<file path="src/rtl/load_store_unit.sv">
// Byte-addressed load/store front end for a word-organised data memory.
// Optional misalignment trap: define LSU_MISALIGN_CHECK_EN.
module load_store_unit (
    input  logic        clk,
    input  logic        rst_n,
    input  logic [31:0] addr,
    input  logic [31:0] write_data,
    input  logic        memwrite,
    input  logic        memread,
    input  logic [3:0]  sign_mask,
    output logic [31:0] read_data,
    output logic        stall,
    output logic        misaligned,
    output logic [31:0] mem_addr,
    output logic [31:0] mem_write_data,
    output logic        mem_memwrite,
    output logic        mem_memread,
    input  logic [31:0] mem_read_data
);

    typedef enum logic [1:0] {
        IDLE,
        LOAD,
        RMW,
        DONE
    } state_t;

    state_t      state;
    state_t      state_nx;

    logic [1:0]  lat_off;
    logic [1:0]  lat_width;
    logic        lat_zext;
    logic [15:0] lat_wdata;
    logic [31:0] lat_addr;

    logic        accept;
    logic        req_word;
    logic        req_misal;
    logic [31:0] load_val;
    logic [31:0] merged;
    logic        unused_ok;

    assign req_word  = sign_mask[1];
    assign unused_ok = sign_mask[3];

`ifdef LSU_MISALIGN_CHECK_EN
    // Halfword must sit on an even byte, word on offset 0.
    always_comb begin
        req_misal = 1'b0;
        if (sign_mask[1])
            req_misal = (addr[1:0] != 2'b00);
        else if (sign_mask[0])
            req_misal = addr[0];
    end
`else
    assign req_misal = 1'b0;
`endif

    // Lane select and extension of the returned memory word.
    always_comb begin
        logic [7:0]  b;
        logic [15:0] h;
        b = mem_read_data[{lat_off, 3'b000} +: 8];
        h = mem_read_data[{lat_off[1], 4'b0000} +: 16];
        if (lat_width[1])
            load_val = mem_read_data;
        else if (lat_width[0])
            load_val = lat_zext ? {16'h0, h} : {{16{h[15]}}, h};
        else
            load_val = lat_zext ? {24'h0, b} : {{24{b[7]}}, b};
    end

    // Merge latched store lanes into the fetched word.
    always_comb begin
        merged = mem_read_data;
        if (lat_width[0])
            merged[{lat_off[1], 4'b0000} +: 16] = lat_wdata;
        else
            merged[{lat_off, 3'b000} +: 8] = lat_wdata[7:0];
    end

    // Next-state and strobe decode; strobes blocked while in reset.
    always_comb begin
        state_nx       = state;
        stall          = 1'b0;
        misaligned     = 1'b0;
        mem_memread    = 1'b0;
        mem_memwrite   = 1'b0;
        mem_write_data = write_data;
        accept         = 1'b0;
        mem_addr       = lat_addr;
        unique case (state)
            IDLE: begin
                mem_addr = {2'b00, addr[31:2]};
                if (rst_n && (memwrite || memread)) begin
                    if (req_misal) begin
                        misaligned = 1'b1;
                    end else if (memwrite) begin
                        if (req_word) begin
                            mem_memwrite = 1'b1;
                        end else begin
                            mem_memread = 1'b1;
                            stall       = 1'b1;
                            accept      = 1'b1;
                            state_nx    = RMW;
                        end
                    end else begin
                        mem_memread = 1'b1;
                        stall       = 1'b1;
                        accept      = 1'b1;
                        state_nx    = LOAD;
                    end
                end
            end
            LOAD: begin
                stall    = 1'b1;
                state_nx = DONE;
            end
            RMW: begin
                stall          = 1'b1;
                mem_memwrite   = rst_n;
                mem_write_data = merged;
                state_nx       = DONE;
            end
            DONE: begin
                state_nx = IDLE;
            end
        endcase
    end

    // State register.
    always_ff @(posedge clk or negedge rst_n) begin
        if (!rst_n)
            state <= IDLE;
        else
            state <= state_nx;
    end

    // Request fields captured when a multi-cycle access starts.
    always_ff @(posedge clk or negedge rst_n) begin
        if (!rst_n) begin
            lat_off   <= 2'b00;
            lat_width <= 2'b00;
            lat_zext  <= 1'b0;
            lat_wdata <= 16'h0;
            lat_addr  <= 32'h0;
        end else if (accept) begin
            lat_off   <= addr[1:0];
            lat_width <= sign_mask[1:0];
            lat_zext  <= sign_mask[2];
            lat_wdata <= write_data[15:0];
            lat_addr  <= {2'b00, addr[31:2]};
        end
    end

    // Load result register, updated only when a load completes.
    always_ff @(posedge clk or negedge rst_n) begin
        if (!rst_n)
            read_data <= 32'h0;
        else if (state == LOAD)
            read_data <= load_val;
    end

endmodule

</file>
<file path="config.mk">
export PLATFORM = sky130hd
export DESIGN_NAME = load_store_unit
export DESIGN_NICKNAME = d
export VERILOG_FILES = /design/src/rtl/load_store_unit.sv
export SDC_FILE = /design/constraint.sdc
export NUM_CORES = 1
export LEC_CHECK = 0
export ABC_AREA = 1
export CORE_ASPECT_RATIO = 0.8
export CORE_MARGIN = 1.5
export CORE_UTILIZATION = 42
export CTS_CLUSTER_SIZE = 20
export DETAILED_ROUTE_END_ITERATION = 12
export PLACE_DENSITY_LB_ADDON = 0.1
export SLEW_MARGIN = 5
export SYNTH_ARGS = -nofsm -noshare
export SYNTH_HDL_FRONTEND = slang
export SYNTH_SLANG_ARGS = --single-unit
export TNS_END_PERCENT = 50
</file>
<file path="constraint.sdc">
create_clock -name clk -period 1.8 [get_ports clk]
set_input_delay 0.27 -clock clk [delete_from_list [all_inputs] [get_ports clk]]
set_output_delay 0.27 -clock clk [all_outputs]
set_load 0.01 [all_outputs]
</file>
==> results of run 1 <==
==> area by class of cell <==
type	count	area share, %
timing repair buffer	300	29.44
tap	180	2.497
clock buffer	11	2.802
multi-input combinational	679	37.89
clock inverter	5	0.6521
inverter	69	3.122
sequential	85	23.60
==> report_power, final <==
| group | internal (mW) | total [mW] | leakage [nW] | switching [mW] |
|---|---|---|---|---|
| Combinational | 4.86 | 11.2 | 3.24 | 6.31 |
| Clock | 1.15 | 1.97 | 0.148 | 0.821 |
| Sequential | 2.85 | 3.51 | 1.04 | 0.665 |
| Total | 8.86 | 16.7 | 4.43 | 7.80 |
==> worst max-delay path: stages (launching register included) <==
cell	delay, ns
dfrtp_2	0.44
inv_6	0.07
buf_4	0.14
ha_4	0.16
buf_4	0.16
nand4_1	0.10
o21ai_0	0.12
nand2_1	0.11
a21oi_2	0.20
buf_2	0.16
==> cell families after synthesis <==
logic type	synth area share, %
adder cells (fa/ha/maj)	1.960
buffers and inverters	9.867
other	0.06528
AND/OR/NAND/NOR	28.73
AO/OA/AOI/OAI	22.35
flip-flops	37.03
==> cell usage after synthesis (all sizes together) <==
cell type / count / area [sq um]
o21ai: 133 / 665.6
nand3: 24 / 137.6
conb: 1 / 3.750
clkbuf: 30 / 112.6
nor2: 57 / 231.5
a21oi: 118 / 605.6
ha: 9 / 112.6
clkinv: 4 / 15.01
nand4: 9 / 56.30
buf: 31 / 192.7
inv: 65 / 246.5
dfrtp: 85 / 2127
o211ai: 1 / 12.51
nand2: 325 / 1225
==> through the flow <==
| stage | instances | total power, mW | hold slack (ns) | util [%] | setup TNS, ns |
|---|---|---|---|---|---|
| after floorplan | 894 | 9.292 | -0.02559 | - | -0.3502 |
| after global placement | 1303 | 14.12 | 0.4214 | 63.91 | -18.41 |
| after detailed placement | 1303 | 14.23 | 0.4167 | 63.91 | -19.87 |
| after CTS | 1319 | 15.84 | 0.04361 | 65.27 | -16.37 |
| after global routing | 1329 | 17.89 | 0.07435 | 67.03 | -19.71 |
| final | 1329 | 16.65 | 0.03512 | 67.03 | -14.49 |
==> layer usage <==
layer | share of wire, % | vias to the layer above | GRT usage [%]
met2 | 45 | 274 | 45.62
met4 | 1.8 | 0 | 9.705
li1 | - | 3377 | -
met5 | 0 | - | 0
met3 | 8.2 | 31 | 6.497
met1 | 45 | 3199 | 39.82
==> worst min-delay path by stage <==
stage	startpoint	cells past startpoint	end	slack [ns]
floorplan	rst_n	0	lat_addr[0]	-0.03
global placement	rst_n	2	lat_addr[1]	0.42
detailed placement	rst_n	2	lat_addr[1]	0.42
CTS	rst_n	2	lat_addr[1]	0.04
global route	rst_n	2	lat_wdata[9]	0.07
finish	rst_n	2	lat_wdata[9]	0.04
==> registers in the layout, indices dropped and copies added (netlist names) <==
| signal | flops |
|---|---|
| read_data | 32 |
| lat_addr | 30 |
| lat_wdata | 16 |
| lat_off | 2 |
| lat_width | 2 |
| state | 2 |
| lat_zext | 1 |
==> what timing repair did <==
action | 4_1_cts | 5_1_grt
resized for setup | 295 | 87
buffers inserted | 0 | 6
endpoints found under the hold margin | 0 | 0
pin swaps | 19 | 27
endpoints found under the setup margin | 65 | 87
gates cloned | 0 | 4
==> impl_metrics.env, run 1 <==
export IMPL_run_status="finished, violations left"
export IMPL_failing_checks="negative setup slack"
export IMPL_routed_via_count=6881
export IMPL_postSynthRegisterBits=85
export IMPL_post_route_period_util_pct=127.2
export IMPL_grtUsageTotal_pct=29.11
export IMPL_tritoncts_buffers=9
export IMPL_global_route_overflow_total=0
export IMPL_syn_mean_instance_area_sq_um=6.440
export IMPL_drt_total_wl_um=21490
export IMPL_dr_pass1_iters=6
export IMPL_proportion_of_synthesized_chip_area_in_sequential_cells_pct=37.03
export IMPL_final_layout_size_suffix_gt1_share_pct=24.80
export IMPL_htreeDepth=3
export IMPL_worst_ir_drop_on_vdd_mv=0.9552
export IMPL_post_route_standard_cell_area_excluding_fillers_sq_um=9019
export IMPL_floorplan_die_height_um=107.6
export IMPL_worst_setup_path_startpoint="lat_off[1]"
export IMPL_worstPathArrival_ns=2.02
export IMPL_timing_fmax_ghz=0.4369
export IMPL_kind_of_end_point_of_the_critical_path="primary output"
export IMPL_antenna_diode_count=0
export IMPL_cts_sinks=85
export IMPL_floorplan_initialDensity_pct=42.69
export IMPL_timing_max_slew_rel_slack_pct=56.79
export IMPL_grt_max_degree=62
export IMPL_core_area_sq_um=13460
export IMPL_cts_path_max_buffers=2
export IMPL_dp_hpwl_um=14990
export IMPL_placed_cell_area_sq_um=8600
export IMPL_clock_skew_final_ns=0.007799
export IMPL_design_die_area_sq_um=14390
export IMPL_nets=1257
export IMPL_crit_fanout=8
export IMPL_yosys_cell_types_count=26
export IMPL_termination_of_the_worst_setup_path="mem_write_data[0]"
export IMPL_final_report_hold_violation_count=0
export IMPL_rsz0062_at_grt="true"
export IMPL_worst_ep_required_time_ns=1.53
export IMPL_worst_r2r_path_depth=7
export IMPL_io_pin_count=204
export IMPL_setup_viol_count_final=64
export IMPL_cap_violations=0
export IMPL_port_buffers=199
export IMPL_mostFrequentLayoutCells="nand2_1 (306), clkdlybuf4s50_1 (133), a21oi_1 (87)"
export IMPL_hold_path_class="input pin to async pin"
export IMPL_ff_latch_area_sq_um=2128
export IMPL_cts_hold_buffers_added=0
export IMPL_final_antenna_net_count=0
export IMPL_static_leakage_power_nw=4.431
export IMPL_final_max_slew_violation_count=0
export IMPL_r2r_end="lat_addr[10]"
export IMPL_detail_route_vias_per_cell=5.178
export IMPL_wl_per_cell_um=16.17
export IMPL_critical_path_class="flop to primary output"
export IMPL_num_rows=38
export IMPL_netlist_area_sq_um=5744
export IMPL_clk_pin_slew_worst_paths_ns=0.07
export IMPL_timing_final_crit_period_ns=2.289
export IMPL_worst_skew_pair_late_latency_ns=0.36
export IMPL_dieWidth_um=133.8
export IMPL_worst_r2r_startpoint="state[1]"
export IMPL_via_count_of_the_first_global_routing_pass=6228
export IMPL_cts_root_buffer_cell="clkbuf_16"
export IMPL_pre_cts_ws_ns=-0.5979
export IMPL_syn_to_final_growth_pct=57.00
export IMPL_critical_path_startpoint_type="flop"
export IMPL_yosysWarningCount=0
export IMPL_synthesis_instances=892
export IMPL_fillCellCount=1245
export IMPL_layout_cells_most_common="nand2_1"
export IMPL_drc=0
export IMPL_r2r_slack_ns=0.10
export IMPL_fin_ws_ns=-0.4890
export IMPL_cts_tree="done"
export IMPL_multiInputGateArea_sq_um=3417
export IMPL_detailedRoute_firstIterationViolations=559
export IMPL_worst_slew_pin_transition_ns=0.6481
export IMPL_powerDensity_nw_per_um2=1847
export IMPL_grt_pass1_wl_um=32710
export IMPL_antenna_found_initial=0
export IMPL_globalplace_congestion=0.9541
No activity file was read; power rests on OpenSTA's default activity.
==> run 2: changes to the inputs <==
Settings changed: CAP_MARGIN set to 20, CELL_PAD_IN_SITES_DETAIL_PLACEMENT set to 0, CELL_PAD_IN_SITES_GLOBAL_PLACEMENT set to 1, CORE_UTILIZATION 42 to 28.
==> run 2 against run 1 <==
The run ends with negative hold slack, negative setup slack left; sequential cell count unchanged; utilization decreased by 19 points; hold slack got worse by 0.050 ns; first-iteration DRC count decreased by 19%; setup slack improved by 0.071 ns; critical path depth unchanged; combinational power increased by 9%; cell area increased by 5.3%; clock-buffer cell count unchanged; power increased by 7.1%; register-to-register slack about the same; critical path type unchanged; highest routed layer is now met5.
==> impl_metrics.env, run 2 (synthesis results as in run 1) <==
export IMPL_layout_cells_most_common="nand2_1"
export IMPL_cts_root_buffer_cell="clkbuf_16"
export IMPL_num_rows=46
export IMPL_detail_route_vias_per_cell=4.694
export IMPL_dp_hpwl_um=16340
export IMPL_cts_path_max_buffers=2
export IMPL_routed_via_count=6689
export IMPL_largest_reg_flops=32
export IMPL_post_route_standard_cell_area_excluding_fillers_sq_um=9500
export IMPL_grt_max_degree=86
export IMPL_drt_total_wl_um=23880
export IMPL_setup_viol_count_final=64
export IMPL_io_pin_count=204
export IMPL_final_report_hold_violation_count=3
export IMPL_worst_ep_required_time_ns=1.53
export IMPL_p_seq_share_pct=19.8
export IMPL_kind_of_end_point_of_the_critical_path="primary output"
export IMPL_syn_to_final_growth_pct=65.39
export IMPL_worst_ir_drop_on_vdd_mv=0.7160
export IMPL_post_route_setup_tns_ns=-15.95
export IMPL_htreeDepth=3
export IMPL_crit_fanout=5
export IMPL_nets=1268
export IMPL_clock_skew_final_ns=0.003539
export IMPL_switching_power_total_mw=8.256
export IMPL_power_share_clock_pct=11.6
export IMPL_share_comb_of_total_power_pct=68.6
export IMPL_clk_pin_slew_worst_paths_ns=0.07
export IMPL_hold_slack_ns=-0.01472
export IMPL_internal_power_mw=9.582
export IMPL_design_die_area_sq_um=21390
export IMPL_grtUsageTotal_pct=22.52
export IMPL_fin_ws_ns=-0.4176
export IMPL_timing_max_slew_rel_slack_pct=63.47
export IMPL_core_area_sq_um=19970
export IMPL_final_layout_size_suffix_gt1_share_pct=27.67
export IMPL_cap_violations=0
export IMPL_crit_path_cell_trace="inv_6 -> ha_4 -> nor2_4 -> buf_6 -> nand4_1 -> o21ai_0 -> nand2_1 -> a21oi_2 -> buf_4"
export IMPL_grt_pass1_wl_um=37120
export IMPL_powerDensity_nw_per_um2=1878
export IMPL_final_antenna_net_count=0
export IMPL_via_count_of_the_first_global_routing_pass=6611
export IMPL_post_route_util_pct=47.57
export IMPL_timing_final_crit_period_ns=2.218
export IMPL_floorplan_initialDensity_pct=28.76
export IMPL_worst_slew_pin_transition_ns=0.5480
export IMPL_dieWidth_um=163.1
export IMPL_critical_path_class="flop to primary output"
export IMPL_globalplace_congestion=0.8683
export IMPL_antenna_found_initial=2
export IMPL_run_status="finished, violations left"
export IMPL_worst_skew_pair_late_latency_ns=0.35
export IMPL_failing_checks="negative hold slack, negative setup slack"
export IMPL_post_route_period_util_pct=123.2
export IMPL_placed_cell_area_sq_um=8702
export IMPL_wl_per_cell_um=16.76
export IMPL_cts_tree="done"
export IMPL_global_route_overflow_total=0
export IMPL_port_buffers=199
export IMPL_crit_path_max_incr_delay_ns=0.44
export IMPL_rsz0062_at_grt="true"
export IMPL_regMostFlops="read_data"
export IMPL_detailedRoute_firstIterationViolations=452
export IMPL_floorplan_die_height_um=131.1
export IMPL_drc=0
export IMPL_cts_hold_buffers_added=0
export IMPL_fillCellCount=2098
export IMPL_critical_path_startpoint_type="flop"
export IMPL_sw_frac_of_total_pct=46.28
export IMPL_cts_sinks=85
export IMPL_tritoncts_buffers=9
export IMPL_ff_latch_area_sq_um=2128
export IMPL_mostFrequentLayoutCells="nand2_1 (297), clkdlybuf4s50_1 (133), dfrtp_1 (84)"
export IMPL_static_leakage_power_nw=4.594
export IMPL_slowest_stage="dfrtp_2"
export IMPL_hold_path_class="input pin to async pin"
export IMPL_dr_pass1_iters=7
export IMPL_biggestRegsByFlops="read_data (32), lat_addr (30), lat_wdata (16)"
export IMPL_worstPathArrival_ns=1.95
export IMPL_multiInputGateArea_sq_um=3578
export IMPL_timing_fmax_ghz=0.4509
export IMPL_final_max_slew_violation_count=0
run 2: cell types whose count changed in the layout (fill, tap and decap cells not counted), moves of 4 or more:
cell	delta
o21ai_0	-6
o21ai_1	-12
buf_4	+4
nand2_1	-9
nand2_4	+6
clkdlybuf4s15_2	-5
a21oi_2	+4
a21oi_1	-4
o21ai_2	+15
buf_16	+6
run 2: final cells by class:
| cell class | count | area share, % |
|---|---|---|
| clock inverter | 5 | 0.8824 |
| timing repair buffer | 311 | 30.13 |
| inverter | 69 | 2.963 |
| antenna | 1 | 0.02634 |
| sequential | 85 | 22.40 |
| tap | 264 | 3.477 |
| clock buffer | 11 | 2.450 |
| multi-input combinational | 679 | 37.67 |
run 2: path summary, 6_finish.rpt:
path | end | slack [ns] | startpoint | depth (start not counted)
worst max-delay path | mem_write_data[0] | -0.42 | lat_off[1] | 9
worst min-delay path | lat_wdata[8] | -0.01 | rst_n | 2
worst max register to register | state[0] | 0.10 | state[0] | 11
worst min register to register | read_data[3] | 0.48 | read_data[3] | 2
max in group asynchronous | lat_wdata[3] | 1.35 | rst_n | 2
min in group clk | read_data[3] | 0.48 | read_data[3] | 2
run 2: through the flow:
| stage | power, mW | setup WS [ns] | std cells |
|---|---|---|---|
| global placement | 14.34 | -0.5233 | 1385 |
| finish | 17.84 | -0.4176 | 1425 |
| CTS | 17.09 | -0.4826 | 1418 |
| floorplan | 9.292 | -0.02523 | 894 |
| global route | 19.28 | -0.5567 | 1424 |
| detailed placement | 14.33 | -0.5382 | 1385 |
run 2: layer usage:
| metal | global-route usage (%) | wire, um | vias up |
|---|---|---|---|
| met4 | 5.046 | 299 | 4 |
| met3 | 5.271 | 1578 | 22 |
| li1 | - | - | 3404 |
| met2 | 37.00 | 11410 | 199 |
| met1 | 29.84 | 10570 | 3060 |
| met5 | 0 | 24 | - |
run 2: power groups by stage:
stage / Combinational [mW] / Sequential [mW] / Clock (mW)
final: 12.2 / 3.53 / 2.08
after global routing: 13.4 / 3.65 / 2.21
after CTS: 11.5 / 3.47 / 2.13
after detailed placement: 10.9 / 3.46 / 0
after global placement: 10.9 / 3.46 / 0
after floorplan: 5.75 / 3.54 / 0
run 2: repair_timing:
item,4_1_cts,5_1_grt
gates resized for setup,377,66
pin swaps,41,38
setup endpoints to repair,81,91
setup buffers,12,4
gates cloned,5,2
run 2: worst max-delay path: cells and delay by family, from the launching register on:
family,cells,cell delay [ns]
flops,1,0.44
simple gates,3,0.37
buf+inv,3,0.35
compound gates,2,0.22
fa+ha+maj,1,0.22
==> run 3: changes to the inputs <==
Settings changed: CELL_PAD_IN_SITES_DETAIL_PLACEMENT 0 to 1, CELL_PAD_IN_SITES_GLOBAL_PLACEMENT 1 to 2, CORE_UTILIZATION 28 to 21, SKIP_CTS_REPAIR_TIMING set to 1.
==> run 3 against run 2 <==
The flow finishes with violations (negative setup slack); final cell count up 8.1%; sequential share of layout area shrank 0.58 points; sequential cell count is the same; global-route usage is 4.0 points lower; sequential power grew 2%; fmax down 6.3%; register-to-register slack lost 0.11 ns; hold slack better by 0.032 ns; cell area grew 2.7%; critical path depth increased by 2; setup slack worse by 0.15 ns; largest cell class unchanged.
==> impl_metrics.env, run 3 (synthesis results as in run 1) <==
export IMPL_drc=0
export IMPL_cts_root_buffer_cell="clkbuf_16"
export IMPL_sw_frac_of_total_pct=47.48
export IMPL_worst_ir_drop_on_vdd_mv=0.5625
export IMPL_cts_path_max_buffers=2
export IMPL_syn_to_final_growth_pct=69.81
export IMPL_final_max_slew_violation_count=0
export IMPL_post_route_standard_cell_area_excluding_fillers_sq_um=9754
export IMPL_nets=1290
export IMPL_groute_layer_met3_usage_pct=4.286
export IMPL_met2_usage_pct=28.30
export IMPL_switching_power_total_mw=8.591
export IMPL_core_area_sq_um=26590
export IMPL_p_seq_share_pct=19.9
export IMPL_port_buffers=199
export IMPL_cts_sinks=85
export IMPL_final_layout_size_suffix_gt1_share_pct=29.70
export IMPL_htreeDepth=3
export IMPL_crit_path_cell_trace="clkinv_4 -> ha_4 -> inv_4 -> nor2_4 -> nand2_2 -> buf_6 -> buf_6 -> o21ai_4 -> nand2_2 -> a21oi_2 -> buf_2"
export IMPL_critical_path_class="flop to primary output"
export IMPL_detail_route_vias_per_cell=4.417
export IMPL_cp_buffers_inverters=5
export IMPL_mostFrequentLayoutCells="nand2_1 (297), clkdlybuf4s50_1 (133), buf_4 (97)"
export IMPL_crit_fanout=3
export IMPL_clk_pin_slew_worst_paths_ns=0.08
export IMPL_via_count_of_the_first_global_routing_pass=6853
export IMPL_slowest_stage="dfrtp_2"
export IMPL_r2r_slack_ns=-0.01
export IMPL_powerDensity_nw_per_um2=1855
export IMPL_met1_usage_in_global_routing_pct=26.45
export IMPL_globalplace_congestion=0.8072
export IMPL_failing_checks="negative setup slack"
export IMPL_wl_per_cell_um=17.67
export IMPL_timing_max_slew_rel_slack_pct=54.40
export IMPL_critical_path_startpoint_type="flop"
export IMPL_num_rows=53
export IMPL_grt_most_used_layer="met2"
export IMPL_crit_path_max_incr_delay_ns=0.41
export IMPL_share_comb_of_total_power_pct=69.8
export IMPL_largest_reg_flops=32
export IMPL_timing_final_crit_period_ns=2.366
export IMPL_detailedRoute_firstIterationViolations=349
export IMPL_floorplan_die_height_um=150.9
export IMPL_regMostFlops="read_data"
export IMPL_power_share_clock_pct=10.3
export IMPL_tritoncts_buffers=9
export IMPL_final_antenna_net_count=0
export IMPL_final_report_hold_violation_count=0
export IMPL_grt_max_degree=63
export IMPL_worst_skew_pair_late_latency_ns=0.35
export IMPL_grt_pass1_wl_um=40270
export IMPL_post_route_period_util_pct=131.4
export IMPL_routed_via_count=6802
export IMPL_clock_skew_final_ns=0.01421
export IMPL_largest_delay_share_family_worst_path="buffers and inverters"
export IMPL_global_route_overflow_total=0
export IMPL_io_pin_count=204
export IMPL_floorplan_initialDensity_pct=21.60
export IMPL_timing_fmax_ghz=0.4227
export IMPL_worstPathArrival_ns=2.10
export IMPL_kind_of_end_point_of_the_critical_path="primary output"
export IMPL_biggestRegsByFlops="read_data (32), lat_addr (30), lat_wdata (16)"
export IMPL_internal_power_mw=9.502
export IMPL_dp_hpwl_um=19770
export IMPL_run_status="finished, violations left"
export IMPL_placed_cell_area_sq_um=8944
export IMPL_dr_pass1_iters=4
export IMPL_fin_ws_ns=-0.5658
export IMPL_layout_cells_most_common="nand2_1"
export IMPL_worst_slew_pin_transition_ns=0.6840
export IMPL_hold_path_class="input pin to async pin"
export IMPL_worst_r2r_startpoint="lat_width[0]"
export IMPL_worst_ep_required_time_ns=1.53
export IMPL_dieWidth_um=187.9
export IMPL_rsz0062_at_grt="true"
export IMPL_worst_r2r_path_depth=9
export IMPL_antenna_found_initial=2
export IMPL_r2r_end="read_data[3]"
export IMPL_hold_slack_ns=0.01752
export IMPL_drt_total_wl_um=27210
export IMPL_cts_tree="done"
export IMPL_cap_violations=0
export IMPL_setup_viol_count_final=64
export IMPL_total_power_mw=18.09
export IMPL_grtUsageTotal_pct=18.57
export IMPL_design_die_area_sq_um=28360
export IMPL_static_leakage_power_nw=4.633
[run 3: changes by cell type in the layout (fill, tap and decap cells not counted), moves of 7 or more]
| cell | delta |
|---|---|
| buf_4 | +14 |
| nand2_2 | +8 |
| nand2_4 | -8 |
| o21ai_1 | +8 |
| a21oi_1 | -7 |
| a21oi_2 | +7 |
| o21ai_2 | -7 |
[run 3: cell type report]
type,count,area (sq um)
diodes,1,2.502
clock buffers,11,242.7
clock inverters,5,33.78
fillers,3286,16840
inverters,69,289.0
multi-input cells,679,3590
flip-flops and latches,85,2128
well taps,357,446.7
repair buffers,332,3015
repair inverters,1,6.256
[run 3: metrics by stage]
| step | cells | TNS (ns) | utilization (%) | worst slack, ns |
|---|---|---|---|---|
| floorplan | 894 | -0.3502 | - | -0.02523 |
| global placement | 1493 | -25.69 | 33.63 | -0.5820 |
| detailed placement | 1493 | -26.60 | 33.63 | -0.5911 |
| CTS | 1509 | -49.44 | 34.67 | -0.9918 |
| global route | 1539 | -26.30 | 36.67 | -0.6726 |
| finish | 1540 | -19.24 | 36.68 | -0.5658 |
[run 3: worst reg2reg max path, cell delays in order (launching register included)]
cell	delay (ns)
dfrtp_1	0.41
buf_4	0.21
buf_4	0.20
nor2_4	0.16
inv_1	0.17
o21ai_0	0.21
buf_4	0.14
nand2_1	0.07
nand2_1	0.07
nand2_1	0.05
[run 3: power groups by stage]
stage,sequential (mW),combinational (mW),clock [mW]
final,3.60,12.6,1.86
after global routing,3.74,13.9,1.99
after CTS,3.54,11.4,1.94
after detailed placement,3.56,11.4,0
after global placement,3.53,11.3,0
after floorplan,3.54,5.75,0
[run 3: per-layer routing]
metal	vias up	share of wire, %
met5	-	0.055
met4	2	1.3
met3	20	5.6
met2	165	44
met1	3178	49
li1	3437	-
[run 3: worst max path at each step]
| stage | depth (start not counted) | slack (ns) | from | endpoint |
|---|---|---|---|---|
| floorplan | 10 | -0.03 | lat_off[1] | mem_write_data[10] |
| global placement | 9 | -0.58 | lat_off[1] | mem_write_data[16] |
| detailed placement | 9 | -0.59 | lat_off[1] | mem_write_data[16] |
| CTS | 9 | -0.99 | lat_off[1] | mem_write_data[16] |
| global route | 11 | -0.67 | lat_off[0] | mem_write_data[17] |
| finish | 11 | -0.57 | lat_off[1] | mem_write_data[17] |
